--- src/rtl/pattern_gen_if.sv ---
// Video-side bundle for pattern_gen: timing inputs from the sync generator
// and the registered pixel/sync outputs going to the RGB pins.
interface pattern_gen_if #(
  parameter int CORDW = 10,
  parameter int R_W   = 5,
  parameter int G_W   = 6,
  parameter int B_W   = 5
);
  logic [2:0]       MODE;
  logic [CORDW-1:0] SX;
  logic [CORDW-1:0] SY;
  logic             DE_I;
  logic             HSYNC_I;
  logic             VSYNC_I;
  logic             DE;
  logic             HSYNC;
  logic             VSYNC;
  logic [R_W-1:0]   RED;
  logic [G_W-1:0]   GREEN;
  logic [B_W-1:0]   BLUE;
  logic             FRAME;

  // The pattern generator itself: consumes timing, produces pixels.
  modport master (
    input  MODE, SX, SY, DE_I, HSYNC_I, VSYNC_I,
    output DE, HSYNC, VSYNC, RED, GREEN, BLUE, FRAME
  );

  // The surrounding system: supplies timing, receives pixels.
  modport slave (
    output MODE, SX, SY, DE_I, HSYNC_I, VSYNC_I,
    input  DE, HSYNC, VSYNC, RED, GREEN, BLUE, FRAME
  );
endinterface

--- src/rtl/pattern_gen.sv ---
// Selectable test-pattern generator (colour square, bars, checkerboard,
// bouncing box). Every output is registered one PCLK after its timing input,
// and the active pattern only changes at the first pixel of vertical blanking.
module pattern_gen #(
  parameter int CORDW     = 10,
  parameter int H_RES     = 640,
  parameter int V_RES     = 480,
  parameter int R_W       = 5,
  parameter int G_W       = 6,
  parameter int B_W       = 5,
  parameter int CHK_LOG2  = 5,
  parameter int BOX       = 32,
  parameter int STEP      = 4,
  parameter bit SYNC_IDLE = 1'b1
) (
  input  logic          PCLK,
  input  logic          RESET_n,
  pattern_gen_if.master vid
);

  localparam logic [2:0] MODE_SQUARE = 3'd0;
  localparam logic [2:0] MODE_BARS   = 3'd1;
  localparam logic [2:0] MODE_CHECK  = 3'd2;
  localparam logic [2:0] MODE_BOX    = 3'd3;

  localparam int               BAR_W    = H_RES / 8;
  localparam logic [B_W-1:0]   BLUE_MSB = B_W'(1) << (B_W - 1);
  localparam logic [CORDW:0]   BOX_W    = (CORDW + 1)'(BOX);

  logic [2:0]       mode_reg;
  logic             frame_strobe;
  logic [CORDW-1:0] bx;
  logic [CORDW-1:0] by;

  // First pixel of vertical blanking: the only point where mode and box move.
  assign frame_strobe = (vid.SX == '0) && (vid.SY == CORDW'(V_RES));

  // Box position/direction, one identical reflecting walker per axis
  // (gi = 0 is x against H_RES, gi = 1 is y against V_RES).
  generate
    for (genvar gi = 0; gi < 2; gi++) begin : g_axis
      localparam int               LIM    = (gi == 0) ? H_RES : V_RES;
      localparam logic [CORDW+1:0] SPAN   = (CORDW + 2)'(BOX + STEP);
      localparam logic [CORDW+1:0] LIM_X  = (CORDW + 2)'(LIM);
      localparam logic [CORDW-1:0] STEP_C = CORDW'(STEP);

      logic [CORDW-1:0] pos_reg;
      logic             neg_reg;

      // Step the box once per frame, reversing before it would leave the screen
      always_ff @(posedge PCLK) begin
        if (!RESET_n) begin
          pos_reg <= '0;
          neg_reg <= 1'b0;
        end else if (frame_strobe) begin
          if (!neg_reg) begin
            if ({2'b00, pos_reg} + SPAN > LIM_X) begin
              neg_reg <= 1'b1;
              pos_reg <= pos_reg - STEP_C;
            end else begin
              pos_reg <= pos_reg + STEP_C;
            end
          end else if (pos_reg < STEP_C) begin
            neg_reg <= 1'b0;
            pos_reg <= pos_reg + STEP_C;
          end else begin
            pos_reg <= pos_reg - STEP_C;
          end
        end
      end
    end
  endgenerate

  assign bx = g_axis[0].pos_reg;
  assign by = g_axis[1].pos_reg;

  // Colour square: native 5/6/5 values, MSB-aligned onto the channel widths
  // (wider channels get zero LSBs, narrower ones lose their LSBs).
  logic [4:0]     sq_r5;
  logic [5:0]     sq_g6;
  logic [4:0]     sq_b5;
  logic [R_W-1:0] sq_r;
  logic [G_W-1:0] sq_g;
  logic [B_W-1:0] sq_b;
  logic           in_square;

  assign sq_r5     = {vid.SY[7:6], vid.SX[7:5]};
  assign sq_g6     = vid.SY[5:0];
  assign sq_b5     = vid.SX[4:0];
  assign in_square = ((vid.SX >> 8) == '0) && ((vid.SY >> 8) == '0);

  generate
    if (R_W >= 5) begin : g_r_pad
      assign sq_r = R_W'(sq_r5) << (R_W - 5);
    end else begin : g_r_trim
      assign sq_r = R_W'(sq_r5 >> (5 - R_W));
    end
    if (G_W >= 6) begin : g_g_pad
      assign sq_g = G_W'(sq_g6) << (G_W - 6);
    end else begin : g_g_trim
      assign sq_g = G_W'(sq_g6 >> (6 - G_W));
    end
    if (B_W >= 5) begin : g_b_pad
      assign sq_b = B_W'(sq_b5) << (B_W - 5);
    end else begin : g_b_trim
      assign sq_b = B_W'(sq_b5 >> (5 - B_W));
    end
  endgenerate

  // Vertical bars: index clamps at 7 so any remainder columns stay black.
  logic [CORDW-1:0] bar_q;
  logic [2:0]       bar_idx;

  assign bar_q   = vid.SX / CORDW'(BAR_W);
  assign bar_idx = (bar_q > CORDW'(7)) ? 3'd7 : bar_q[2:0];

  // Checkerboard and bouncing-box hit tests.
  logic chk_on;
  logic in_box;

  assign chk_on = vid.SX[CHK_LOG2] ^ vid.SY[CHK_LOG2];
  assign in_box = ({1'b0, vid.SX} >= {1'b0, bx}) &&
                  ({1'b0, vid.SX} <  {1'b0, bx} + BOX_W) &&
                  ({1'b0, vid.SY} >= {1'b0, by}) &&
                  ({1'b0, vid.SY} <  {1'b0, by} + BOX_W);

  logic [R_W-1:0] red_next;
  logic [G_W-1:0] green_next;
  logic [B_W-1:0] blue_next;

  // Pick the pixel colour for the active pattern; blanking always gives black
  always_comb begin
    red_next   = '0;
    green_next = '0;
    blue_next  = '0;
    if (vid.DE_I) begin
      case (mode_reg)
        MODE_SQUARE: begin
          if (in_square) begin
            red_next   = sq_r;
            green_next = sq_g;
            blue_next  = sq_b;
          end
        end
        MODE_BARS: begin
          // white, yellow, cyan, green, magenta, red, blue, black
          red_next   = {R_W{~bar_idx[1]}};
          green_next = {G_W{~bar_idx[2]}};
          blue_next  = {B_W{~bar_idx[0]}};
        end
        MODE_CHECK: begin
          if (chk_on) begin
            red_next   = '1;
            green_next = '1;
            blue_next  = '1;
          end
        end
        MODE_BOX: begin
          if (in_box) begin
            red_next   = '1;
            green_next = '1;
            blue_next  = '1;
          end else begin
            blue_next  = BLUE_MSB;
          end
        end
        default: begin
          // reserved modes stay black
        end
      endcase
    end
  end

  // Register pixels, delayed timing, frame pulse and the frame-latched mode
  always_ff @(posedge PCLK) begin
    if (!RESET_n) begin
      mode_reg  <= MODE_SQUARE;
      vid.RED   <= '0;
      vid.GREEN <= '0;
      vid.BLUE  <= '0;
      vid.DE    <= 1'b0;
      vid.HSYNC <= SYNC_IDLE;
      vid.VSYNC <= SYNC_IDLE;
      vid.FRAME <= 1'b0;
    end else begin
      vid.RED   <= red_next;
      vid.GREEN <= green_next;
      vid.BLUE  <= blue_next;
      vid.DE    <= vid.DE_I;
      vid.HSYNC <= vid.HSYNC_I;
      vid.VSYNC <= vid.VSYNC_I;
      vid.FRAME <= frame_strobe;
      if (frame_strobe) begin
        mode_reg <= vid.MODE;
      end
    end
  end

endmodule

--- src/flat_wrapper.sv ---
// flat-port wrapper written by rule: the top's interface ports become plain ports
module pattern_gen_flat 
#(
  parameter int CORDW     = 10,
  parameter int H_RES     = 640,
  parameter int V_RES     = 480,
  parameter int R_W       = 5,
  parameter int G_W       = 6,
  parameter int B_W       = 5,
  parameter int CHK_LOG2  = 5,
  parameter int BOX       = 32,
  parameter int STEP      = 4,
  parameter bit SYNC_IDLE = 1'b1
)
  (PCLK, RESET_n, vid_MODE, vid_SX, vid_SY, vid_DE_I, vid_HSYNC_I, vid_VSYNC_I, vid_DE, vid_HSYNC, vid_VSYNC, vid_RED, vid_GREEN, vid_BLUE, vid_FRAME);
  pattern_gen_if #(.CORDW(CORDW), .R_W(R_W), .G_W(G_W), .B_W(B_W)) vid_i ();
  input  logic PCLK;
  input  logic RESET_n;
  input wire logic [$bits(vid_i.MODE)-1:0] vid_MODE;
  input wire logic [$bits(vid_i.SX)-1:0] vid_SX;
  input wire logic [$bits(vid_i.SY)-1:0] vid_SY;
  input wire logic [$bits(vid_i.DE_I)-1:0] vid_DE_I;
  input wire logic [$bits(vid_i.HSYNC_I)-1:0] vid_HSYNC_I;
  input wire logic [$bits(vid_i.VSYNC_I)-1:0] vid_VSYNC_I;
  output wire logic [$bits(vid_i.DE)-1:0] vid_DE;
  output wire logic [$bits(vid_i.HSYNC)-1:0] vid_HSYNC;
  output wire logic [$bits(vid_i.VSYNC)-1:0] vid_VSYNC;
  output wire logic [$bits(vid_i.RED)-1:0] vid_RED;
  output wire logic [$bits(vid_i.GREEN)-1:0] vid_GREEN;
  output wire logic [$bits(vid_i.BLUE)-1:0] vid_BLUE;
  output wire logic [$bits(vid_i.FRAME)-1:0] vid_FRAME;
  assign vid_i.MODE = vid_MODE;
  assign vid_i.SX = vid_SX;
  assign vid_i.SY = vid_SY;
  assign vid_i.DE_I = vid_DE_I;
  assign vid_i.HSYNC_I = vid_HSYNC_I;
  assign vid_i.VSYNC_I = vid_VSYNC_I;
  assign vid_DE = vid_i.DE;
  assign vid_HSYNC = vid_i.HSYNC;
  assign vid_VSYNC = vid_i.VSYNC;
  assign vid_RED = vid_i.RED;
  assign vid_GREEN = vid_i.GREEN;
  assign vid_BLUE = vid_i.BLUE;
  assign vid_FRAME = vid_i.FRAME;
  pattern_gen #(.CORDW(CORDW), .H_RES(H_RES), .V_RES(V_RES), .R_W(R_W), .G_W(G_W), .B_W(B_W), .CHK_LOG2(CHK_LOG2), .BOX(BOX), .STEP(STEP), .SYNC_IDLE(SYNC_IDLE)) u_core (.PCLK(PCLK), .RESET_n(RESET_n), .vid(vid_i));
endmodule
--- config.mk ---
export PLATFORM = sky130hd
export DESIGN_NAME = pattern_gen_flat
export DESIGN_NICKNAME = d
export VERILOG_FILES = /design/src/rtl/pattern_gen_if.sv /design/src/rtl/pattern_gen.sv /design/src/flat_wrapper.sv
export SDC_FILE = /design/constraint.sdc
export NUM_CORES = 1
export LEC_CHECK = 0
export CORE_AREA = 2 2 87 89
export CTS_BUF_LIST = sky130_fd_sc_hd__clkbuf_4
export DETAILED_ROUTE_END_ITERATION = 12
export DIE_AREA = 0 0 89 91
export HOLD_SLACK_MARGIN = 0.15
export PLACE_DENSITY = 0.77
export RECOVER_POWER = 25
export SYNTH_ARGS = -nofsm -noshare
export SYNTH_HDL_FRONTEND = slang
export SYNTH_SLANG_ARGS = --single-unit
export TNS_END_PERCENT = 10
--- constraint.sdc ---
create_clock -name PCLK -period 4.2 [get_ports PCLK]
set_input_delay 0.42 -clock PCLK [delete_from_list [all_inputs] [get_ports PCLK]]
set_output_delay 0.42 -clock PCLK [all_outputs]
set_load 0.05 [all_outputs]
==> impl_summary.md, run 1 <==
Status
The run finished with clean final reports.

STA
For this run, the top clock speed supported by timing is 342 MHz. Across the routed clock network, the largest skew measured is 0.0168 ns. At the pin with the least slew margin, the transition time is 0.953 ns. The share of the clock period used by the worst path after layout is 69.7%. The total negative slack is 0 ns. Setup violations remaining at the end of the flow were counted as 0. The number of endpoints with negative hold slack in the final report is 0.

The final critical-path required period is 2.93 ns. The worst slew margin relative to its limit is 36.5%. The final number of max-transition violations is 0. Setup repair after global routing left no endpoint under its margin.

Logic synthesis
In this run, synthesis inferred 0 flip-flops with an integrated enable. The total number of yosys warnings is 0. In this run the cell area of the synthesized design comes to 0.00348 mm². Averaged over all synthesized cells, the footprint is 7.99 µm². For this run, the leading register cell type out of synthesis is dfxtp_1. After synthesis the netlist holds a flip-flop and latch count of 41.

The share of flip-flops with an asynchronous set or reset is 0%. The count of cell types in the netlist is 65. After technology mapping, the gate count stands at 436.

Of the synthesized area, sequential elements account for 23.6%. The post-synthesis net count is 502.

Placement
The number of I/O port buffers is 47. The detailed placer's ending HPWL is 6.84 mm. Routability-driven placement finished with a final weighted congestion of 0.897. In this run the cell area measured after placement is 0.00393 mm².

Routing
In this run the remaining antenna-violating nets after routing total 0. After detailed routing, the average wire length per cell comes to 16.5 µm. In the detailed route, the total length drawn on met3 is 751 µm. The post-detailed-route DRC marker count is 0.

The topmost layer with routed signal wires is met4. After detailed routing, the wire length on met1 is 4.16 mm. The violation count after the first detailed-routing iteration is 221.

For this run, the detailed router's first-pass iteration total came to 4. The sum of routed wire length over all layers is 9.32 mm. The via count of the routed design is 3394. In the routed layout, each cell is associated on average with a via count of 6.01. The met2 routed wirelength is 4.26 mm.

Worst setup path
Counting cells, the worst reg-to-reg path comes to 9. Data arrives at the worst endpoint at 3.23 ns. The launching element type of the critical path is a register.

The setup path with the least slack is of type register to register. The largest fanout on the critical path is 11. The element type at the critical path end is a register.

The data required time of the worst path is 4.50 ns.

CTS
The TritonCTS clock tree is yes. In this run, CTS created clock tree buffers numbering 5. The later pin in the worst-skew pair is clocked with a latency of 0.37 ns.

The level count of the clock H-tree is 2. The buffers inserted during post-CTS setup optimization is 0. Counting along the longest clock path gives a buffer depth of 2.

The register clock-pin slew on the reported worst setup and hold paths is 0.13 ns. Once the clock tree was built, the resizer swapped 0 gates to a different size. CTS saw 41 sinks.

The number of hold buffers added after CTS was 0. The cell at the root of the clock tree is clkbuf_4.

Min path
The type of the most critical hold path is register to register. The hold path depth is 2.

Die
The initial utilization of the core area, before any placement, comes to 48.8%. The die height is 91 µm. The area of the die is 0.00810 mm².

The count of pins on the block boundary is 48. The placeable core area is 0.00714 mm². The number of rows created at floorplan is 31. In this run the horizontal extent of the chip is 89 µm.

Power
The maximum VDD drop is 0.143 mV. The static leakage is 1.50 nW. The power density normalized to cell area is 210 mW/mm².

Global routing
The residual overflow from global routing is 0. The overall routing resource usage is 23.7%. The initial antenna violation count was 0.

The first global-routing pass estimated 15.4 mm of wire. Entering global routing, the biggest net connects 21 pins. The number of global-route vias before repair is 3207.

Cells and area
The share of cells above drive strength 1 is 5.79%. The final non-filler cell area is 0.00401 mm². The number of nets in the final layout is 531. The relative area change from synthesis to final layout is 15.3%. The final core area utilization is 56.2%.

The library cell used most frequently in the layout, excluding fill and tap cells, is nand2_1. The final antenna diode count is 0. Leaving out fill and tap cells, the most frequent cells in the layout are 47 x nand2_1, 42 x a21oi_1, 41 x dfxtp_1.

Job
Max-cap violations in this run came to 0.
-- cells by family after synthesis --
family	share of synthesized area (%)
mux	4.02
simple gates	21.7
flops	23.6
xor+xnor	4.28
compound gates	25.0
buf+inv	7.83
fa+ha+maj	13.7
-- final timing paths --
kind | end | slack, ns | from
setup / recovery | u_core.bx[7] | 1.27 | u_core.bx[5]
hold / removal | u_core.bx[9] | 0.51 | u_core.bx[9]
setup reg to reg | u_core.bx[7] | 1.27 | u_core.bx[5]
hold reg to reg | u_core.bx[9] | 0.51 | u_core.bx[9]
-- cell type report --
type                       instances  area (µm²)
fill                             665        3120
multi-input combinational        341        2390
sequential                        41         821
timing repair buffer              51         497
tap                               99         124
inverter                          25        93.8
clock buffer                       6        45.0
clock inverter                     2        38.8
-- critical path: stages (launching register included) --
cell and delay, ns:
dfxtp_1 0.63, inv_1 0.19, ha_1 0.24, a41oi_1 0.29
xnor2_1 0.17, a31oi_1 0.06, o22ai_1 0.56, or2_2 0.28
mux2i_1 0.22, mux2i_1 0.22
-- synth_stat cells (3+ instances only) --
master / number / area (µm²)
ha_1: 38 / 475
or3_1: 3 / 18.8
buf_2: 10 / 50.1
xnor2_1: 15 / 131
clkbuf_1: 9 / 33.8
nor2_1: 26 / 97.6
inv_1: 24 / 90.1
a211oi_1: 12 / 90.1
a21oi_1: 42 / 210
o32ai_1: 3 / 26.3
o22ai_1: 4 / 25.0
dfxtp_1: 41 / 821
nor2b_1: 4 / 25.0
nor3_1: 11 / 55.1
nand4_1: 6 / 37.5
mux2i_1: 14 / 140
nor4_2: 3 / 37.5
nor4_1: 5 / 31.3
o21a_1: 6 / 45.0
nand3_1: 11 / 55.1
o31ai_1: 3 / 22.5
nand2b_1: 10 / 62.6
buf_6: 5 / 56.3
o21ai_0: 16 / 80.1
nand2_1: 47 / 176
a31oi_1: 7 / 43.8
and2_1: 3 / 18.8
a41oi_1: 3 / 26.3
a21o_1: 7 / 52.6
-- through the flow --
| step | power (mW) | hold slack [ns] | worst slack [ns] | cells |
|---|---|---|---|---|
| final | 0.845 | 0.508 | 1.27 | 565 |
| after global routing | 0.885 | 0.540 | 0.991 | 565 |
| after CTS | 0.847 | 0.508 | 1.31 | 565 |
| after detailed placement | 0.576 | 0.468 | 1.31 | 557 |
| after global placement | 0.573 | 0.451 | 1.35 | 557 |
| after floorplan | 0.519 | 0.442 | 1.87 | 436 |
-- report_power, final --
part | internal (mW) | total (mW) | switching [mW]
clock network | 0.133 | 0.275 | 0.141
registers | 0.394 | 0.402 | 0.00848
logic | 0.0742 | 0.168 | 0.0936
-- routing by layer --
layer / vias up / global-route usage [%]
met5: - / 0
met4: 0 / 6.59
met3: 16 / 4.64
met2: 170 / 38.1
met1: 1566 / 32.1
li1: 1642 / -
Power figures use the tool's default switching activity.
==> run 2, diff against run 1 <==
==> constraint.sdc (replaced) <==
create_clock -name PCLK -period 3 [get_ports PCLK]
set_input_delay 0.3 -clock PCLK [delete_from_list [all_inputs] [get_ports PCLK]]
set_output_delay 0.3 -clock PCLK [all_outputs]
set_load 0.05 [all_outputs]
==> run 2 against run 1 <==
Cell count is 3.0% higher; worst hold slack got worse by 0.020 ns; non-clock buffer count increased by 17; via count increased by 2.4%; clock power grew 35%; clock skew fell by 0.0077 ns; die area unchanged; largest power group unchanged.
==> impl_summary.md, run 2 (same netlist as run 1, synthesis figures left out) <==
Status
The run finished with clean final reports.

Worst setup path
The startpoint of the lowest-slack register-to-register path is u_core.by[5]. The critical path in this run is classified as register to register. In this run the critical register-to-register path is captured at u_core.by[4]. The largest fanout on the critical path is 9 (-2). The data required time of the worst path is 3.28 ns (-1.22 ns). The worst setup path is launched from a register.

The worst-case reg-to-reg path depth came to 8 (-1). The worst path arrival time is 3.11 ns (-0.12 ns). The element type at the critical path end is a register.

The worst-case register-to-register setup slack came to 0.17 ns (-1.10 ns).

CTS
The number of clock buffers inserted by TritonCTS was 5 (unchanged). The total number of clock tree sinks was 41 (unchanged). The register clock-pin slew on the reported worst setup and hold paths is 0.12 ns (about the same). The post-cts gate resize count is 0 (unchanged).

The TritonCTS clock tree is yes. The level count of the clock H-tree is 2 (unchanged). The cell at the root of the clock tree is clkbuf_4. The number of hold-repair buffers added at the cts stage is 0 (unchanged). The buffers inserted during post-CTS setup optimization is 0 (unchanged). The clock insertion delay at the later pin of the skew report is 0.35 ns (-0.02 ns). The largest buffer count on any clock path was 2 (unchanged).

Placement
The detailed placer's ending HPWL was 7.06 mm (+3.2%). The post-placement cell area came to 0.00405 mm² (+2.9%). The weighted congestion at the end of routability-driven global placement is 0.901 (+0.48%). The number of I/O port buffers came to 47 (unchanged). The post-place setup slack was 0.293 ns (-1.01 ns).

Die
The area of the die was 0.00810 mm² (unchanged). The placeable core area was 0.00714 mm² (unchanged). The number of rows created at floorplan was 31 (unchanged). The initial core utilization was 48.8% (unchanged). The die height is 91 µm (unchanged). The count of pins on the block boundary is 48 (unchanged). The width of the die is 89 µm (unchanged).

Cells and area
The final antenna diode count came to 0 (unchanged). Leaving out fill and tap cells, the most frequent cell in the layout is nand2_1. The library cells used most frequently in the layout, excluding fill and tap cells, are 47 x nand2_1, 42 x a21oi_1, 41 x dfxtp_1. The share of cells above drive strength 1 is 9.11% (+3.3 points). The number of nets in the final layout came to 548 (+3.2%).

The final core area utilization was 58.0% (+1.8 points). The final non-filler cell area came to 0.00414 mm² (+3.2%). The relative area change from synthesis to final layout is 18.9%.

Power
The maximum VDD drop is 0.170 mV (+19%). The power density normalized to cell area is 287 mW/mm² (+36%). The static leakage is 1.59 nW (+5.5%). The switching part of the total is 28.0% (-0.87 points). The internal portion of total power is 856 µW (+42%). The share of total power in the clock network is 31.2% (-1.3 points). The reported net switching power is 332 µW (+37%). The combinational fraction of design power was 21.7% (+1.8 points). The sequential share of power is 47.2% (-0.4 points).

Global routing
The routing layer with the top usage in global route is met2. The met1 routing resource usage after global routing is 30.6% (-1.5 points). The residual overflow from global routing is 0 (unchanged).

The initial antenna violation count was 0 (unchanged). The overall routing resource usage is 22.5% (-1.2 points). The pin count of the biggest net entering global routing was 21 (unchanged). The met3 demand-to-capacity share in global routing is 3.00% (-1.6 points). The first-pass GRT wire length is 14.8 mm (-3.7%). The global routing usage on met2 is 36.2% (-1.9 points). The number of global-route vias before repair was 3222 (+0.47%).

STA
The total negative slack was 0 ns (unchanged). The highest clock rate came to 354 MHz (+3.6%). The number of endpoints with negative hold slack in the final report was 0 (unchanged). The final setup violation count came to 0 (unchanged).

The transition at the pin with the smallest max-transition slack is 0.942 ns (-0.0104 ns). The final critical-path required period came to 2.83 ns (-0.102 ns). Setup repair after global routing left no endpoint under its margin. The final number of max-transition violations was 0 (unchanged).

The share of the clock period used by the worst path after layout is 94.2% (+24 points). The post-layout worst setup margin is 0.175 ns (-1.10 ns). The worst slew margin relative to its limit came to 37.2% (+0.69 points). The setup skew after layout is 0.00911 ns (-0.00766 ns).

Routing
The detailed-routing iteration count for the pre-antenna-repair pass came to 5 (+1). The post-detailed-route DRC marker count is 0 (unchanged). The via count of the routed design is 3477 (+2.4%). The average detailed-routed wire length per instance is 15.7 µm (-4.9%).

The post-route antenna net violation count was 0 (unchanged). The violation count after the first detailed-routing iteration was 268 (+21%). The sum of routed wire length over all layers is 9.13 mm (-2.1%). The via-per-instance ratio is 5.97 (-0.55%).

Min path
The type of the most critical hold path is primary input to register. The startpoint identified for the worst hold timing path is vid_MODE[1]. The hold path depth is 3 (+1).

The endpoint of the worst hold path is u_core.mode_reg[1].

Job
The count of maximum capacitance violations is 0 (unchanged).
-- run 2: layout make-up --
| class | instances | area, µm² |
|---|---|---|
| Fill cell | 642 | 3000 |
| Multi-Input combinational cell | 341 | 2390 |
| Sequential cell | 41 | 821 |
| Timing Repair Buffer | 68 | 624 |
| Tap cell | 99 | 124 |
| Inverter | 25 | 93.8 |
| Clock buffer | 6 | 45.0 |
| Clock inverter | 2 | 38.8 |
-- run 2: worst max-delay path by stage --
stage                     cells past startpoint           endpoint         start  slack [ns]
after floorplan                              10       u_core.bx[7]  u_core.bx[5]        0.67
after CTS                                     8       u_core.by[4]  u_core.by[5]        0.23
after detailed placement                      8  u_core.vid.RED[3]  u_core.by[6]        0.29
after global placement                        8       u_core.by[7]  u_core.by[5]        0.35
after global routing                          8       u_core.by[4]  u_core.by[5]        0.02
final                                         8       u_core.by[4]  u_core.by[5]        0.17
-- run 2: per-stage QoR --
stage	hold slack [ns]	std cells	power [mW]
6_report	0.488	582	1.19
4_1_cts	0.471	580	1.19
3_5_place_dp	0.468	572	0.822
2_1_floorplan	0.401	436	0.727
5_1_grt	0.474	582	1.25
3_3_place_gp	0.459	572	0.817
-- run 2: layer usage --
layer | part of all wire, % | vias up
met5 | 0 | -
met4 | 2.0 | 0
met3 | 6.7 | 17
met2 | 48 | 165
met1 | 44 | 1615
li1 | - | 1680
-- run 2: power by group through the flow --
| stage | clock, mW | combinational, mW | sequential, mW |
|---|---|---|---|
| after floorplan | 0 | 0.148 | 0.578 |
| after CTS | 0.381 | 0.252 | 0.560 |
| after detailed placement | 0 | 0.250 | 0.572 |
| final | 0.370 | 0.258 | 0.561 |
| after global placement | 0 | 0.245 | 0.572 |
| after global routing | 0.408 | 0.282 | 0.561 |
-- run 2: worst max-delay path, stage by stage (launching register included) --
cell	delay [ns]
dfxtp_1	0.55
inv_1	0.25
ha_1	0.26
a41oi_1	0.38
a31oi_1	0.18
o21ai_2	0.33
o21a_1	0.33
mux2i_1	0.29
mux2i_1	0.20
